**config.mk**
```make
export PLATFORM = sky130hd
export DESIGN_NAME = peak_report_uart
export DESIGN_NICKNAME = d
export VERILOG_FILES = /design/src/rtl/peak_report_uart.sv
export SDC_FILE = /design/constraint.sdc
export NUM_CORES = 1
export LEC_CHECK = 0
export CORE_MARGIN = 3
export CORE_UTILIZATION = 25
export DETAILED_ROUTE_END_ITERATION = 10
export DONT_BUFFER_PORTS = 1
export GPL_ROUTABILITY_DRIVEN = 0
export PLACE_DENSITY = 0.46
export RECOVER_POWER = 25
export SLEW_MARGIN = 40
export SYNTH_ARGS = -nofsm -noshare
export SYNTH_HDL_FRONTEND = slang
export SYNTH_SLANG_ARGS = --single-unit
```
**constraint.sdc**
```tcl
create_clock -name clk -period 2.55 [get_ports clk]
set_input_delay 0.3825 -clock clk [delete_from_list [all_inputs] [get_ports clk]]
set_output_delay 0.3825 -clock clk [all_outputs]
set_load 0.02 [all_outputs]
```
**src/rtl/peak_report_uart.sv**
```systemverilog
// peak_report_uart: sends the peak-search results to the host as a fixed 8N1 UART packet
//   params : BAUD_DIV  clock cycles per UART bit (2..65535)
//   inputs : clk, rst_n (async, active-low), message/message1 (33-bit result words), frame_done (accept pulse)
//   outputs: uart_tx (idle high), busy, pkt_done (one cycle at packet end), drop_cnt (saturating ignored-pulse count)
//   define PEAK_REPORT_CHECKSUM_EN to append the XOR checksum byte B11 (12-byte packet, otherwise 11 bytes)
module peak_report_uart #(
    parameter int BAUD_DIV = 434
) (
    input  logic        clk,
    input  logic        rst_n,
    input  logic [32:0] message,
    input  logic [32:0] message1,
    input  logic        frame_done,
    output logic        uart_tx,
    output logic        busy,
    output logic        pkt_done,
    output logic [7:0]  drop_cnt
);
    typedef enum logic [1:0] {IDLE, START, DATA, STOP} state_t;
`ifdef PEAK_REPORT_CHECKSUM_EN
    localparam logic [3:0] LAST = 4'd11;
`else
    localparam logic [3:0] LAST = 4'd10;
`endif
    localparam logic [15:0] BAUD_LD = 16'(BAUD_DIV - 1);
    state_t      state_q, state_d;
    logic [87:0] shadow_q, shadow_d;
    logic [3:0]  idx_q, idx_d;
    logic [2:0]  bit_q, bit_d;
    logic [15:0] baud_q, baud_d;
    logic [7:0]  shift_q, shift_d;
    logic        tx_q, tx_d;
    logic        busy_q, busy_d;
    logic        done_q, done_d;
    logic [7:0]  drop_q, drop_d;
    logic [87:0] sh_sel;
    logic [7:0]  cur_byte;
`ifdef PEAK_REPORT_CHECKSUM_EN
    logic [7:0]  csum;
`endif
    // shadow holds B0..B10 MSB-first, so shifting by the byte index brings the current byte to the top
    always_comb begin
        sh_sel   = shadow_q << {idx_q, 3'b000};
        cur_byte = sh_sel[87:80];
`ifdef PEAK_REPORT_CHECKSUM_EN
        csum = 8'h00;
        for (int i = 0; i < 9; i++) csum = csum ^ shadow_q[8*i +: 8];
        if (idx_q == 4'd11) cur_byte = csum;
`endif
    end
    always_comb begin
        state_d  = state_q;
        shadow_d = shadow_q;
        idx_d    = idx_q;
        bit_d    = bit_q;
        baud_d   = (baud_q == 16'd0) ? BAUD_LD : baud_q - 16'd1;
        shift_d  = shift_q;
        done_d   = 1'b0;
        case (state_q)
            IDLE: begin
                baud_d = baud_q;
                if (frame_done) begin
                    state_d  = START;
                    shadow_d = {8'hA5, 8'h5A, 6'b0, message1[32], message[32], message[31:0], message1[31:0]};
                    idx_d    = 4'd0;
                    bit_d    = 3'd0;
                    baud_d   = BAUD_LD;
                end
            end
            START: if (baud_q == 16'd0) begin
                state_d = DATA;
                shift_d = cur_byte;
                bit_d   = 3'd0;
            end
            DATA: if (baud_q == 16'd0) begin
                state_d = (bit_q == 3'd7) ? STOP : DATA;
                bit_d   = bit_q + 3'd1;
                shift_d = shift_q >> 1;
            end
            STOP: if (baud_q == 16'd0) begin
                state_d = (idx_q == LAST) ? IDLE : START;
                idx_d   = (idx_q == LAST) ? idx_q : idx_q + 4'd1;
                done_d  = (idx_q == LAST);
            end
            default: state_d = IDLE;
        endcase
        // line and busy are registered from the next state so they change on the same edge as the FSM
        tx_d   = (state_d == START) ? 1'b0 : (state_d == DATA) ? shift_d[0] : 1'b1;
        busy_d = (state_d != IDLE);
        drop_d = (frame_done && state_q != IDLE && drop_q != 8'hFF) ? drop_q + 8'd1 : drop_q;
    end
    always_ff @(posedge clk or negedge rst_n) begin
        if (!rst_n) begin
            state_q  <= IDLE;
            shadow_q <= '0;
            idx_q    <= '0;
            bit_q    <= '0;
            baud_q   <= '0;
            shift_q  <= '0;
            tx_q     <= 1'b1;
            busy_q   <= 1'b0;
            done_q   <= 1'b0;
            drop_q   <= '0;
        end else begin
            state_q  <= state_d;
            shadow_q <= shadow_d;
            idx_q    <= idx_d;
            bit_q    <= bit_d;
            baud_q   <= baud_d;
            shift_q  <= shift_d;
            tx_q     <= tx_d;
            busy_q   <= busy_d;
            done_q   <= done_d;
            drop_q   <= drop_d;
        end
    end
    assign uart_tx  = tx_q;
    assign busy     = busy_q;
    assign pkt_done = done_q;
    assign drop_cnt = drop_q;
endmodule

```
Word-level counts from Yosys, hierarchy flattened
Cells that the tools add are included.
{ "word_totals": {"register_bits": 111, "out_inout_bits": 11, "word_cells": 67} }
{ "op_classes": {"n_addsub": 4, "n_eq_ne": 13, "shift": 1, "muxes": 25, "reduce_logical": 13} }
{ "op_table": {"columns": ["operator", "n"], "rows": [
  ["<< shifter 88 x 7 -> 88 bit", 1],
  ["two-way mux 16 bit", 3],
  ["logical NOT 16 bit", 1],
  ["two-way mux 8 bit", 2],
  ["one-hot mux 8 bit (2 select lines)", 1],
  ["subtractor 16 x 1 -> 16 bit (second input constant)", 1],
  ["two-way mux 4 bit", 3],
  ["inequality test 2 bit (second input constant)", 5],
  ["two-way mux 3 bit", 3],
  ["one-hot mux 3 bit (3 select lines)", 1],
  ["adder 8 x 1 -> 8 bit (second input constant)", 1],
  ["two-way mux 2 bit", 4],
  ["inequality test 8 bit (second input constant)", 1],
  ["one-hot mux 2 bit (4 select lines)", 1],
  ["one-hot mux 4 bit (2 select lines)", 1],
  ["AND reduction 4 bit", 2],
  ["nonzero test 2 bit", 4],
  ["equality test 2 bit (second input constant)", 3],
  ["two-way mux 1 bit", 6],
  ["adder 4 x 1 -> 4 bit (second input constant)", 1],
  ["equality test 2 x 1 -> 1 bit (second input constant)", 2],
  ["equality test 4 bit (second input constant)", 1],
  ["adder 3 x 1 -> 3 bit (second input constant)", 1],
  ["equality test 3 bit (second input constant)", 1],
  ["other kinds (5)", 6]
]} }

Depth between registers and ports, before layout
{ "depth": {"word_depth": 7, "ltp_mapped": 10, "ltp_nobuf": 8} }

Worst setup path before layout
No wires, ideal clock.
{ "synth_timing": {"path_kind": "reg2reg", "from": "register baud_q[7]", "to": "register baud_q[15]", "setup_time_ns": 0.125, "arrival_time_ns": 2.276, "t_required_ns": 2.425, "path_slack_ns": 0.149, "path_stages_with_launch": 7, "path_buffers": 0, "period_less_slack_ns": 2.401, "path_cell_list": "dfrtp_1 > or4_4 > or4_4 > or3_4 > o31a_2 > o21ai_0 > o21ai_1"} }
{ "synth_between": {"elab_chain_cells": 3} }
{ "synth_rtl": {"columns": ["item", "line", "source"], "rows": [
  ["from (decl)", "30", "logic [15:0] baud_q, baud_d;"],
  ["from (signal assigned)", "109", "baud_q <= baud_d;"],
  ["subtractor 16 x 1 -> 16 bit / logical NOT 16 bit (equally long branches)", "56", "baud_d = (baud_q == 16'd0) ? BAUD_LD : baud_q - 16'd1;"],
  ["two-way mux 16 bit (*)", "56", null],
  ["two-way mux 16 bit (*)", "59", "case (state_q)"]
]} }
Every way passes the cells marked *; elsewhere a longest branch is shown, timed or not.
A chain may end at the register's enable or synchronous reset.

Worst setup path after layout
Same ends and word-level chain as after synthesis.

==> flow_metrics.py <==
metrics = {
    "cells_and_area": {
        "diodes": 0,
        "area_delta_synth_final_pct": 13.6,
        "layout-drive-gt1-share": 0.255,
        "fin_nets": 553,
    },
    "route": {
        "vias": 3590,
        "drcViolationCount": 0,
        "postRouteAntennaNets": 0,
        "dr.pass1.iters": 4,
        "drtIter0Drc": 157,
        "drt_wl_total_mm": 12.7,
        "wl_per_cell_um": 16.9,
        "vias_per_cell": 4.80,
    },
    "place": {
        "io_buffers": 0,
        "dp_hpwl_mm": 9.10,
    },
    "floorplanning": {
        "placement_rows": 52,
        "core_area_um2": 20600,
        "die_x_um": 152,
        "initial_core_util": 0.260,
        "die_y_um": 152,
        "die-area_um2": 23200,
        "ioPinCount": 80,
    },
    "run_status": {
        "violations": "negative hold slack",
        "status": "finished, violations left",
    },
    "synthesis": {
        "seq_area_frac_synth": 0.519,
        "synth_largest_area_cell": "dfrtp_1",
        "syn_avg_cell_area_um2": 11.5,
        "synth_top_cells_by_area": "dfrtp_1 (51%), mux2_2 (14%), mux4_2 (3.4%)",
        "syn_nets": 547,
        "syn_area_um2": 5360,
        "synth_top_area_frac": 0.514,
        "synth_most_common_cell": "dfrtp_1",
        "ys_types": 49,
        "ys_async_sr_fraction": 1.00,
        "synth_edf_count": 0,
        "yosys_warnings": 0,
        "synthFlopType": "dfrtp_1",
        "ys_top_cells_by_count": "dfrtp_1 (110), mux2_2 (68), nand2_1 (38)",
        "syn-instance-count": 467,
        "ys_ff_latch": 111,
    },
    "flow_run": {
        "max_cap_violations": 0,
    },
    "critical_path": {
        "critPathArrivalTime_ns": 2.70,
        "reg2reg_to": "baud_q[15]",
        "critPathLaunchType": "flop",
        "r2r_start": "baud_q[7]",
        "crit_required_ns": 2.78,
        "critPathKind": "flop to flop",
        "r2r_cells": 6,
        "reg2reg_slack_ns": 0.08,
        "critical_path.max_fanout": 4,
        "endpoint_kind": "flop",
    },
    "clock_network": {
        "cts_max_path_buffers": 2,
        "cts_tree": "yes",
        "cts-buffers-inserted": 9,
        "htreeDepth": 3,
        "cts_setup_buffers": 0,
        "clk_pin_slew_worst_paths_ns": 0.07,
        "ctsRootBufferMaster": "clkbuf_16",
        "clk_latency_ns": 0.35,
        "cts_num_sinks": 111,
    },
    "power_and_ir_drop": {
        "seqPwrFrac": 0.476,
        "power_mw": 6.11,
        "combPwrFrac": 0.281,
        "p_int_mw": 4.21,
        "clockPowerShare": 0.243,
        "p_switching_mw": 1.90,
        "p_per_area_nw_per_um2": 1000,
        "p_leak_nw": 2.51,
        "ir_drop_mv": 0.359,
        "p_sw_frac": 0.311,
    },
    "timing": {
        "skew_ns": 0.00923,
        "slew_viol_final": 0,
        "rsz0062_at_grt": "false",
        "hold_violations": 111,
        "relSlewSlack": 0.594,
        "report.final.setup_viol": 0,
        "fmax_mhz": 405,
        "period_needed_ns": 2.47,
        "setup_tns_ns": 0,
        "worstMarginPinSlew_ns": 0.609,
        "fin_hold_ws_ns": -0.276,
        "post-route-period-util": 0.967,
    },
    "global_routing": {
        "grt_pass1_vias": 3771,
        "antenna_found_initial": 1,
        "grt_util_all_layers": 0.111,
        "gr-total-overflow": 0,
        "grt_start_max_net_pins": 112,
        "grt_pass1_wl_mm": 20.8,
    },
    "hold_path": {
        "hp-class": "input port to async pin",
    },
}
## power by group through the flow
stage               clock [mW]  sequential [mW]  combinational, mW
finish                    1.48             2.91               1.72
global route              1.64             3.00               1.92
CTS                       1.55             2.92               1.75
detailed placement           0             2.95               1.74
global placement             0             2.92               1.68
floorplan                    0             2.81               1.38
## repair_timing
| action | CTS | global route |
|---|---|---|
| hold endpoints to repair | 111 | 111 |
| endpoints found under the setup margin | 0 | 6 |
| gates resized for setup | 0 | 2 |
## layout make-up
type | instances | area (um2)
repair buffers | 21 | 170
well taps | 270 | 338
clock buffers | 13 | 260
inverters | 13 | 48.8
fillers | 2116 | 14500
clock inverters | 3 | 50.0
flip-flops and latches | 111 | 2780
multi-input cells | 317 | 2440
## kinds of logic after synthesis
family / Yosys count / synth area share
buffers and inverters: 39 / 0.0287
adder cells (fa/ha/maj): 11 / 0.0257
AND/OR/NAND/NOR: 117 / 0.110
multiplexers: 84 / 0.191
flip-flops: 111 / 0.519
AO/OA/AOI/OAI: 95 / 0.109
XOR/XNOR: 10 / 0.0163
## registers in the layout (all words and copies together) (netlist names)
signal    cells
baud_q       16
bit_q         3
busy          1
drop_cnt      8
idx_q         4
pkt_done      1
shadow_q     67
shift_q       8
state_q       2
uart_tx       1
## worst max path at each step
stage / from / to / slack (ns) / cells past startpoint
floorplan: baud_q[7] / baud_q[15] / 0.15 / 6
detailed placement: baud_q[7] / baud_q[15] / 0.10 / 6
global placement: baud_q[7] / baud_q[15] / 0.13 / 6
global route: baud_q[9] / baud_q[15] / 0.03 / 6
CTS: baud_q[7] / baud_q[15] / 0.07 / 6
finish: baud_q[7] / baud_q[15] / 0.08 / 6
## metrics by stage
| step | hold slack, ns | utilization | cell area [um2] | setup slack, ns | instances |
|---|---|---|---|---|---|
| global placement | 0.0899 | 0.280 | 5770 | 0.128 | 732 |
| finish | -0.276 | 0.295 | 6090 | 0.0836 | 748 |
| floorplan | 0.0869 | - | 5360 | 0.149 | 467 |
| CTS | -0.296 | 0.295 | 6080 | 0.0720 | 748 |
| global route | -0.315 | 0.295 | 6090 | 0.0291 | 748 |
| detailed placement | 0.0897 | 0.280 | 5770 | 0.102 | 732 |
## routing by layer
| layer | vias up | part of all wire | GRT usage | wire (um) |
|---|---|---|---|---|
| met5 | - | 0.00055 | 0 | 7 |
| met4 | 2 | 0.012 | 0.0274 | 150 |
| met3 | 14 | 0.052 | 0.0381 | 655 |
| met2 | 75 | 0.49 | 0.183 | 6210 |
| met1 | 1790 | 0.45 | 0.141 | 5640 |
| li1 | 1709 | - | - | - |
## cells in the final DEF (no fill, tap or decap), types with 2 or more instances in the layout
master     synthesis  layout
a21oi_1           20      20
a22o_1             2       2
a22oi_1            9       9
a2bb2oi_1          3       3
a311oi_1           3       3
a31oi_1            9       9
and2_1             2       2
and3_1             7       7
and4_1             3       2
buf_4              0      20
clkbuf_1          19       2
clkbuf_16          0       9
clkbuf_8           0       2
dfrtp_1          110     110
ha_1              11      11
inv_1             13      13
mux2_2            68      68
mux2i_1            8       8
mux4_2             8       8
nand2_1           38      37
nand2b_1           5       5
nand3_1            9       9
nand4_1            4       4
nor2_1            23      22
nor2b_1            5       5
nor3_1             6       6
nor4_1             3       3
o21ai_0           33      33
o21ai_1            2       2
o22ai_1            2       2
o31ai_1            4       4
or3_1              3       3
or4_4              2       2
xnor2_1            7       7
xor2_1             3       3
## critical path, stage by stage (launching register included)
cell	delay, ns
dfrtp_1	0.39
or4_4	0.54
or4_4	0.54
or3_4	0.36
o31a_2	0.28
o21ai_0	0.15
o21ai_1	0.09
(Power assumes the default switching activity.)
